--- config.mk ---
export PLATFORM = sky130hd
export DESIGN_NAME = mandelbrot_iter_ctrl
export DESIGN_NICKNAME = d
export VERILOG_FILES = /design/src/rtl/mandelbrot_pkg.sv /design/src/rtl/mandelbrot_iter_ctrl.sv
export SDC_FILE = /design/constraint.sdc
export NUM_CORES = 1
export LEC_CHECK = 0
export CAP_MARGIN = 15
export CORE_MARGIN = 2
export CORE_UTILIZATION = 47
export CTS_BUF_LIST = sky130_fd_sc_hd__clkbuf_2 sky130_fd_sc_hd__clkbuf_4 sky130_fd_sc_hd__clkbuf_8
export DETAILED_ROUTE_END_ITERATION = 8
export MAX_ROUTING_LAYER = met4
export PLACE_DENSITY = 0.83
export REMOVE_ABC_BUFFERS = 1
export SKIP_CTS_REPAIR_TIMING = 1
export SYNTH_ARGS = -nofsm -noshare
export SYNTH_HDL_FRONTEND = slang
export SYNTH_SLANG_ARGS = --single-unit
--- constraint.sdc ---
create_clock -name clk -period 2 [get_ports clk]
set_input_delay 0.4 -clock clk [delete_from_list [all_inputs] [get_ports clk]]
set_output_delay 0.4 -clock clk [all_outputs]
set_load 0.01 [all_outputs]
--- src/rtl/mandelbrot_pkg.sv ---
// Shared definitions for the Mandelbrot iteration sequencer: FSM state
// encoding, default widths and the fixed-point format of c and z.
package mandelbrot_pkg;

  localparam int DEF_WIDTH  = 8;
  localparam int DEF_ITER_W = 8;

  // c and z are signed 2.(WIDTH-2): two integer bits, the rest fractional.
  localparam int FRAC_BITS = DEF_WIDTH - 2;

  typedef enum logic [1:0] {
    ST_IDLE = 2'd0,
    ST_ITER = 2'd1,
    ST_DONE = 2'd2
  } state_t;

endpackage : mandelbrot_pkg

--- src/rtl/mandelbrot_iter_ctrl.sv ---
// Per-pixel iteration sequencer for an external single-step Mandelbrot
// datapath. A pixel (c, limit) is accepted in IDLE, the step unit is fed the
// registered z and c once per cycle in ITER, and the iteration count is held
// in DONE until the consumer takes it.
//
// Build option: define MANDEL_FIXED_POINT_EXIT_EN to end a pixel early when
// the step unit returns z unchanged (reported as having reached the limit).
module mandelbrot_iter_ctrl
  import mandelbrot_pkg::*;
#(
  parameter int WIDTH  = DEF_WIDTH,
  parameter int ITER_W = DEF_ITER_W
) (
  input  logic                     clk,
  input  logic                     rst_n,
  input  logic                     start_valid,
  output logic                     start_ready,
  input  logic signed [WIDTH-1:0]  in_cr,
  input  logic signed [WIDTH-1:0]  in_ci,
  input  logic        [ITER_W-1:0] in_max_iter,
  output logic signed [WIDTH-1:0]  step_cr,
  output logic signed [WIDTH-1:0]  step_ci,
  output logic signed [WIDTH-1:0]  step_zr,
  output logic signed [WIDTH-1:0]  step_zi,
  input  logic signed [WIDTH-1:0]  step_zr_next,
  input  logic signed [WIDTH-1:0]  step_zi_next,
  input  logic                     step_size,
  output logic                     result_valid,
  input  logic                     result_ready,
  output logic        [ITER_W-1:0] result_iter,
  output logic                     result_escaped,
  output logic                     busy
);

  state_t                  state_q, state_d;
  logic signed [WIDTH-1:0] cr_q, cr_d;
  logic signed [WIDTH-1:0] ci_q, ci_d;
  logic signed [WIDTH-1:0] zr_q, zr_d;
  logic signed [WIDTH-1:0] zi_q, zi_d;
  logic [ITER_W-1:0]       cnt_q, cnt_d;
  logic [ITER_W-1:0]       max_q, max_d;
  logic [ITER_W-1:0]       res_iter_q, res_iter_d;
  logic                    res_esc_q, res_esc_d;
  logic                    fixed_pt;

`ifdef MANDEL_FIXED_POINT_EXIT_EN
  // The orbit has settled: another step would return the same z forever.
  assign fixed_pt = (step_zr_next == zr_q) && (step_zi_next == zi_q);
`else
  assign fixed_pt = 1'b0;
`endif

  // Next-state logic for the FSM, operand registers and iteration counter.
  always_comb begin
    // NOTE: every _d starts as its _q so that no path through the case
    // leaves a signal unassigned, which would infer a latch.
    state_d    = state_q;
    cr_d       = cr_q;
    ci_d       = ci_q;
    zr_d       = zr_q;
    zi_d       = zi_q;
    cnt_d      = cnt_q;
    max_d      = max_q;
    res_iter_d = res_iter_q;
    res_esc_d  = res_esc_q;

    case (state_q)
      ST_IDLE: begin
        if (start_valid) begin
          cr_d    = in_cr;
          ci_d    = in_ci;
          max_d   = in_max_iter;
          zr_d    = '0;
          zi_d    = '0;
          cnt_d   = '0;
          state_d = ST_ITER;
        end
      end

      ST_ITER: begin
        // Escape wins over every other exit; z keeps the escaping value.
        if (step_size) begin
          res_iter_d = cnt_q;
          res_esc_d  = 1'b1;
          state_d    = ST_DONE;
        end else if (fixed_pt) begin
          res_iter_d = max_q;
          res_esc_d  = 1'b0;
          state_d    = ST_DONE;
        end else if (cnt_q == max_q) begin
          // Checked before the increment, so the counter cannot wrap even
          // at the largest limit.
          res_iter_d = cnt_q;
          res_esc_d  = 1'b0;
          state_d    = ST_DONE;
        end else begin
          zr_d  = step_zr_next;
          zi_d  = step_zi_next;
          cnt_d = cnt_q + 1'b1;
        end
      end

      ST_DONE: begin
        if (result_ready) begin
          state_d = ST_IDLE;
        end
      end

      default: state_d = ST_IDLE;
    endcase
  end

  // State and datapath registers, cleared asynchronously.
  always_ff @(posedge clk or negedge rst_n) begin
    if (!rst_n) begin
      state_q    <= ST_IDLE;
      cr_q       <= '0;
      ci_q       <= '0;
      zr_q       <= '0;
      zi_q       <= '0;
      cnt_q      <= '0;
      max_q      <= '0;
      res_iter_q <= '0;
      res_esc_q  <= 1'b0;
    end else begin
      // NOTE: non-blocking updates so every register samples the values
      // from before this edge, independent of statement order.
      state_q    <= state_d;
      cr_q       <= cr_d;
      ci_q       <= ci_d;
      zr_q       <= zr_d;
      zi_q       <= zi_d;
      cnt_q      <= cnt_d;
      max_q      <= max_d;
      res_iter_q <= res_iter_d;
      res_esc_q  <= res_esc_d;
    end
  end

  assign start_ready    = (state_q == ST_IDLE);
  assign result_valid   = (state_q == ST_DONE);
  assign busy           = (state_q == ST_ITER) || (state_q == ST_DONE);
  assign result_iter    = res_iter_q;
  assign result_escaped = res_esc_q;

  assign step_cr = cr_q;
  assign step_ci = ci_q;
  assign step_zr = zr_q;
  assign step_zi = zi_q;

endmodule : mandelbrot_iter_ctrl
Word level (Yosys, flattened, before mapping)
Index checks and enable logic that the tools add are counted.
W data, S select, Z words.
{ "word_totals": {"register_bits": 59, "input_bits": 45} }
{ "classes": {"n_addsub": 1, "n_eq_ne": 8, "muxes": 19, "reduce_logical": 8} }
{ "ops": {"columns": ["operator", "count"], "rows": [
  ["$mux W8", 9],
  ["$pmux W8 S2", 3],
  ["$add A8 B1 Y8 const B", 1],
  ["$eq A8 B8 Y1", 1],
  ["$mux W2", 4],
  ["$ne A2 B2 Y1 const B", 3],
  ["$pmux W2 S3", 1],
  ["$reduce_and A2 Y1", 2],
  ["$reduce_and A4 Y1", 1],
  ["$reduce_bool A2 Y1", 2],
  ["$ne A3 B3 Y1 const B", 1],
  ["$reduce_and A3 Y1", 1],
  ["$eq A2 B1 Y1 const B", 1],
  ["$eq A2 B2 Y1 const B", 1],
  ["$logic_not A2 Y1", 1],
  ["$mux W1", 2],
  ["$ne A2 B1 Y1 const B", 1],
  ["$logic_or A1 B1 Y1", 1]
]} }

Depth between registers and ports, before layout
{ "depth": {"ltp_word": 4, "mapped_depth": 8, "mapped_depth_nobuf": 7} }

Worst setup path before layout
OpenSTA, ideal clock, no wires.
{ "synth_timing": {"kind": "reg2reg", "startpoint": "register state_q[0]", "endpoint": "register cnt_q[2]", "setup_time_ns": 0.083, "t_arrival_ns": 1.658, "path_slack_ns": 0.259, "path_stages_with_launch": 8, "n_path_buf": 0, "synth_period_minus_slack_ns": 1.741, "cell_sequence": "dfrtp_1 inv_1 ha_1 nand2_1 o21a_1 nand2b_1 or4_1 o21ai_0"} }
{ "synth_between": {"elab_chain_cells": 3, "word_cells_on_any_way": 8} }
{ "synth_rtl": {"columns": ["item", "line", "text"], "rows": [
  ["start: declaration", "mandelbrot_iter_ctrl.sv:35", "state_t state_q, state_d;"],
  ["start signal: assignment", "mandelbrot_iter_ctrl.sv:128", "state_q <= state_d;"],
  ["$logic_not A2 Y1 *", null, null],
  ["via start_ready", "mandelbrot_iter_ctrl.sv:17", "output logic start_ready,"],
  ["$ne A2 B2 Y1 (no source line) or $reduce_bool A2 Y1 (tied branches)", null, null],
  ["$reduce_and A4 Y1 (no source line)", null, null],
  ["end signal: assignment", "mandelbrot_iter_ctrl.sv:133", "cnt_q <= cnt_d;"],
  ["end: declaration", "mandelbrot_iter_ctrl.sv:40", "logic [ITER_W-1:0] cnt_q, cnt_d;"]
]} }
Mark *: on every way through the listed nets, which the timed path passes. The rest lies on a longest branch.
A chain may end at the register's enable or synchronous reset.

Worst setup path in the final report
{ "layout_timing": {"startpoint": "register state_q[0]", "endpoint": "output port result_valid"} }
{ "layout_between": {"elab_chain_cells": 1} }
{ "layout_rtl": {"columns": ["item", "line", "text"], "rows": [
  ["$eq A2 B2 Y1", "mandelbrot_iter_ctrl.sv:141", "assign result_valid = (state_q == ST_DONE);"],
  ["end: declaration", "mandelbrot_iter_ctrl.sv:28", "output logic result_valid,"]
]} }
No other way between the ends.

==> metrics.csv <==
stage,metric,value,unit
sta,period_minus_slack,1950,ps
grt,antenna_found_initial,0,
route,wl,5.83,mm
synthesis,synth_area_leaders,"dfrtp_1, mux2_2, nand3_1",
floorplanning,die-width,78.1,µm
route,routedWlPerCell,14.9,µm
critical_path,cp-start-kind,flip-flop,
clock_tree,clk_path_buf_depth,2,
grt,grt-ovfl-total,0,
floorplanning,num_io_pins,89,
hold_path,hold_class,reg -> reg,
grt,grt_pass1_wl,9.40,mm
layout,area.growth.synth_to_final,48.7,%
grt,first_global_vias,2006,
grt,grt_max_degree,47,
place,portBuffers,88,
route,drc,0,
sta,maxClockFrequency,514,MHz
clock_tree,cts_tree,built,
critical_path,slowest_stage,clkdlybuf4s50_1,
clock_tree,cts_buffers,9,
floorplanning,rows,26,
synthesis,synth-seq-area-share,57.3,%
place,dpl.hpwl,4.19,mm
sta,fin_worst_skew,6.53,ps
synthesis,synth_top_area_cell,dfrtp_1,
synthesis,synth_enable_flop_cells,0,
floorplanning,core,0.00520,mm²
sta,rsz0062_at_grt,no,
synthesis,yosys.cell_types.count,31,
layout,final_util,73.7,%
route,drtPass1Iterations,4,
sta,slew_violations,0,
clock_tree,root_buffer,clkbuf_8,
run,maxCapViolCount,0,
critical_path,cp.arrival,1550,ps
layout,diodes,0,
floorplanning,die_area,0.00609,mm²
synthesis,synth.cell_area,0.00258,mm²
synthesis,yosys_warnings,0,
layout,fillers,388,
sta,hold_viol,0,
critical_path,critPathTopFamily,buffers and inverters,
layout,stdcell_count,391,
synthesis,synth-seq-cells,59,
clock_tree,h-tree-depth,3,
sta,fin_crit_sh,97.3,%
floorplanning,die_h,78.1,µm
sta,worst_pin_slew,328,ps
critical_path,crit_buf_inv,2,
critical_path,cp-end-kind,primary output,
clock_tree,clock_latency,330,ps
synthesis,yosys-top-cells-count,"dfrtp_1, mux2_2, nand3_1",
clock_tree,clk_pin_slew_worst_paths,70,ps
route,vias_per_cell,5.11,
route,antenna_left,0,
power_and_ir_drop,peakVddDrop,0.723,mV
route,vias,1997,
synthesis,synthFlopType,dfrtp_1,
power_and_ir_drop,p_leak,0.00172,µW
synthesis,postSynthCellCount,215,
critical_path,slowest_delay,530,ps
layout,finalNetCount,367,
layout,fin_area,0.00383,mm²
place,placed_cell_area,0.00362,mm²
sta,setup_viol,0,
synthesis,avgSynthCellArea,12.0,µm²
place,place_congestion,0.750,
route,met3_wirelength,383,µm
route,highest_layer,met4,
clock_tree,cts_num_sinks,59,
floorplanning,start_util,49.5,%
critical_path,crit_type,reg -> out,
critical_path,crit_required,1600,ps
sta,slew_headroom,78.1,%
route,drt_iter0_markers,117,
route,wl_met2,2.92,mm
place,dpl.cell_count,374,
grt,grtUsageTotal,20.8,%
power_and_ir_drop,finalPower,5260,µW
synthesis,synthMostInstantiatedCell,dfrtp_1,
synthesis,async_flop_share,100,%
critical_path,path_cells,"inv_2, ha_1, clkdlybuf4s50_1",
layout,drive_gt1_share,21.2,%
status,outcome,"finished, final reports clean",
critical_path,cp_max_fo,4,
synthesis,synth_top_area_share,57.3,%
route,wirelength_met1,2.38,mm
power_and_ir_drop,cellPowerDensity,1370,mW/mm²
-- power breakdown --
group	internal [µW]	leakage, µW	switching, µW	total (µW)
combinational	1350	0.000878	998	2350
sequential	1660	0.000746	266	1920
clock	554	0.0000987	431	984
total	3560	0.00172	1700	5260
-- placed cells by master, fill, tap and decap left out --
cell type	netlist	layout
ha_4	0	1
clkinv_2	0	2
nand2b_1	3	3
inv_2	1	3
mux2_1	1	1
nand4_2	2	2
clkbuf_8	0	12
xor2_1	1	1
a21boi_1	1	1
nand4b_1	1	1
a22o_1	1	1
dlygate4sd3_1	0	1
a21oi_1	1	1
nor2b_1	1	1
dfrtp_1	59	59
xnor2_1	8	8
clkdlybuf4s50_1	0	85
ha_1	5	4
buf_4	0	7
or3_1	3	3
o21bai_4	1	1
and3_1	2	2
buf_12	0	3
o21ai_0	22	22
clkbuf_4	0	1
nor3_1	3	3
nand2_1	5	5
o21ai_2	0	1
o211ai_1	1	1
inv_1	21	19
or4_1	1	1
o21a_1	2	2
nand3_1	24	24
mux2i_1	2	2
mux2_2	33	33
dlymetal6s2s_1	0	2
buf_2	2	1
nand2_4	1	1
-- state kept, by name (all words and copies together), names as in the netlist --
name / count
step_zr: 8
state_q: 2
result_iter: 8
step_ci: 8
step_cr: 8
max_q: 8
result_escaped: 1
cnt_q: 8
step_zi: 8
-- metal layers --
metal	GRT usage, %	up-vias
met2	33.9	85
li1	-	943
met3	5.40	11
met4	11.8	0
met1	23.5	958
met5	-	-
-- metrics by stage --
step,hold WS (ps),setup slack (ps),TNS [ps]
global route,520,5.17,0
detailed placement,315,70.9,0
floorplan,104,-514,-7760
CTS,-40.1,-93.6,-122
global placement,317,175,0
finish,494,53.9,0
-- kinds of logic (layout without fill, tap and decap cells) --
family / after synthesis / in the layout / share of synthesized area [%]
fa+ha+maj: 5 / 5 / 2.43
flops: 59 / 59 / 57.3
buf+inv: 30 / 136 / 4.51
compound gates: 30 / 30 / 6.89
simple gates: 46 / 46 / 10.2
mux: 36 / 36 / 15.6
xor+xnor: 9 / 9 / 3.06
-- worst paths after layout --
kind / depth (start not counted) / start / slack [ps] / endpoint
max in group asynchronous: 3 / rst_n / 920 / step_zi[5]
min in group asynchronous: 2 / rst_n / 530 / step_zr[6]
setup reg to reg: 5 / cnt_q[6] / 180 / state_q[0]
hold reg to reg: 1 / result_iter[5] / 490 / result_iter[5]
setup / recovery: 3 / state_q[0] / 50 / result_valid
hold / removal: 1 / result_iter[5] / 490 / result_iter[5]
-- area by class of cell --
type | count | area, µm² | share of cell area [%]
Multi-Input combinational cell | 126 | 1000 | 26.1
Inverter | 22 | 82.6 | 2.15
Clock buffer | 13 | 173 | 4.50
Timing Repair Buffer | 99 | 1000 | 26.2
Tap cell | 70 | 87.6 | 2.28
Clock inverter | 2 | 10.0 | 0.261
Sequential cell | 59 | 1480 | 38.5
Power figures use the tool's default switching activity.
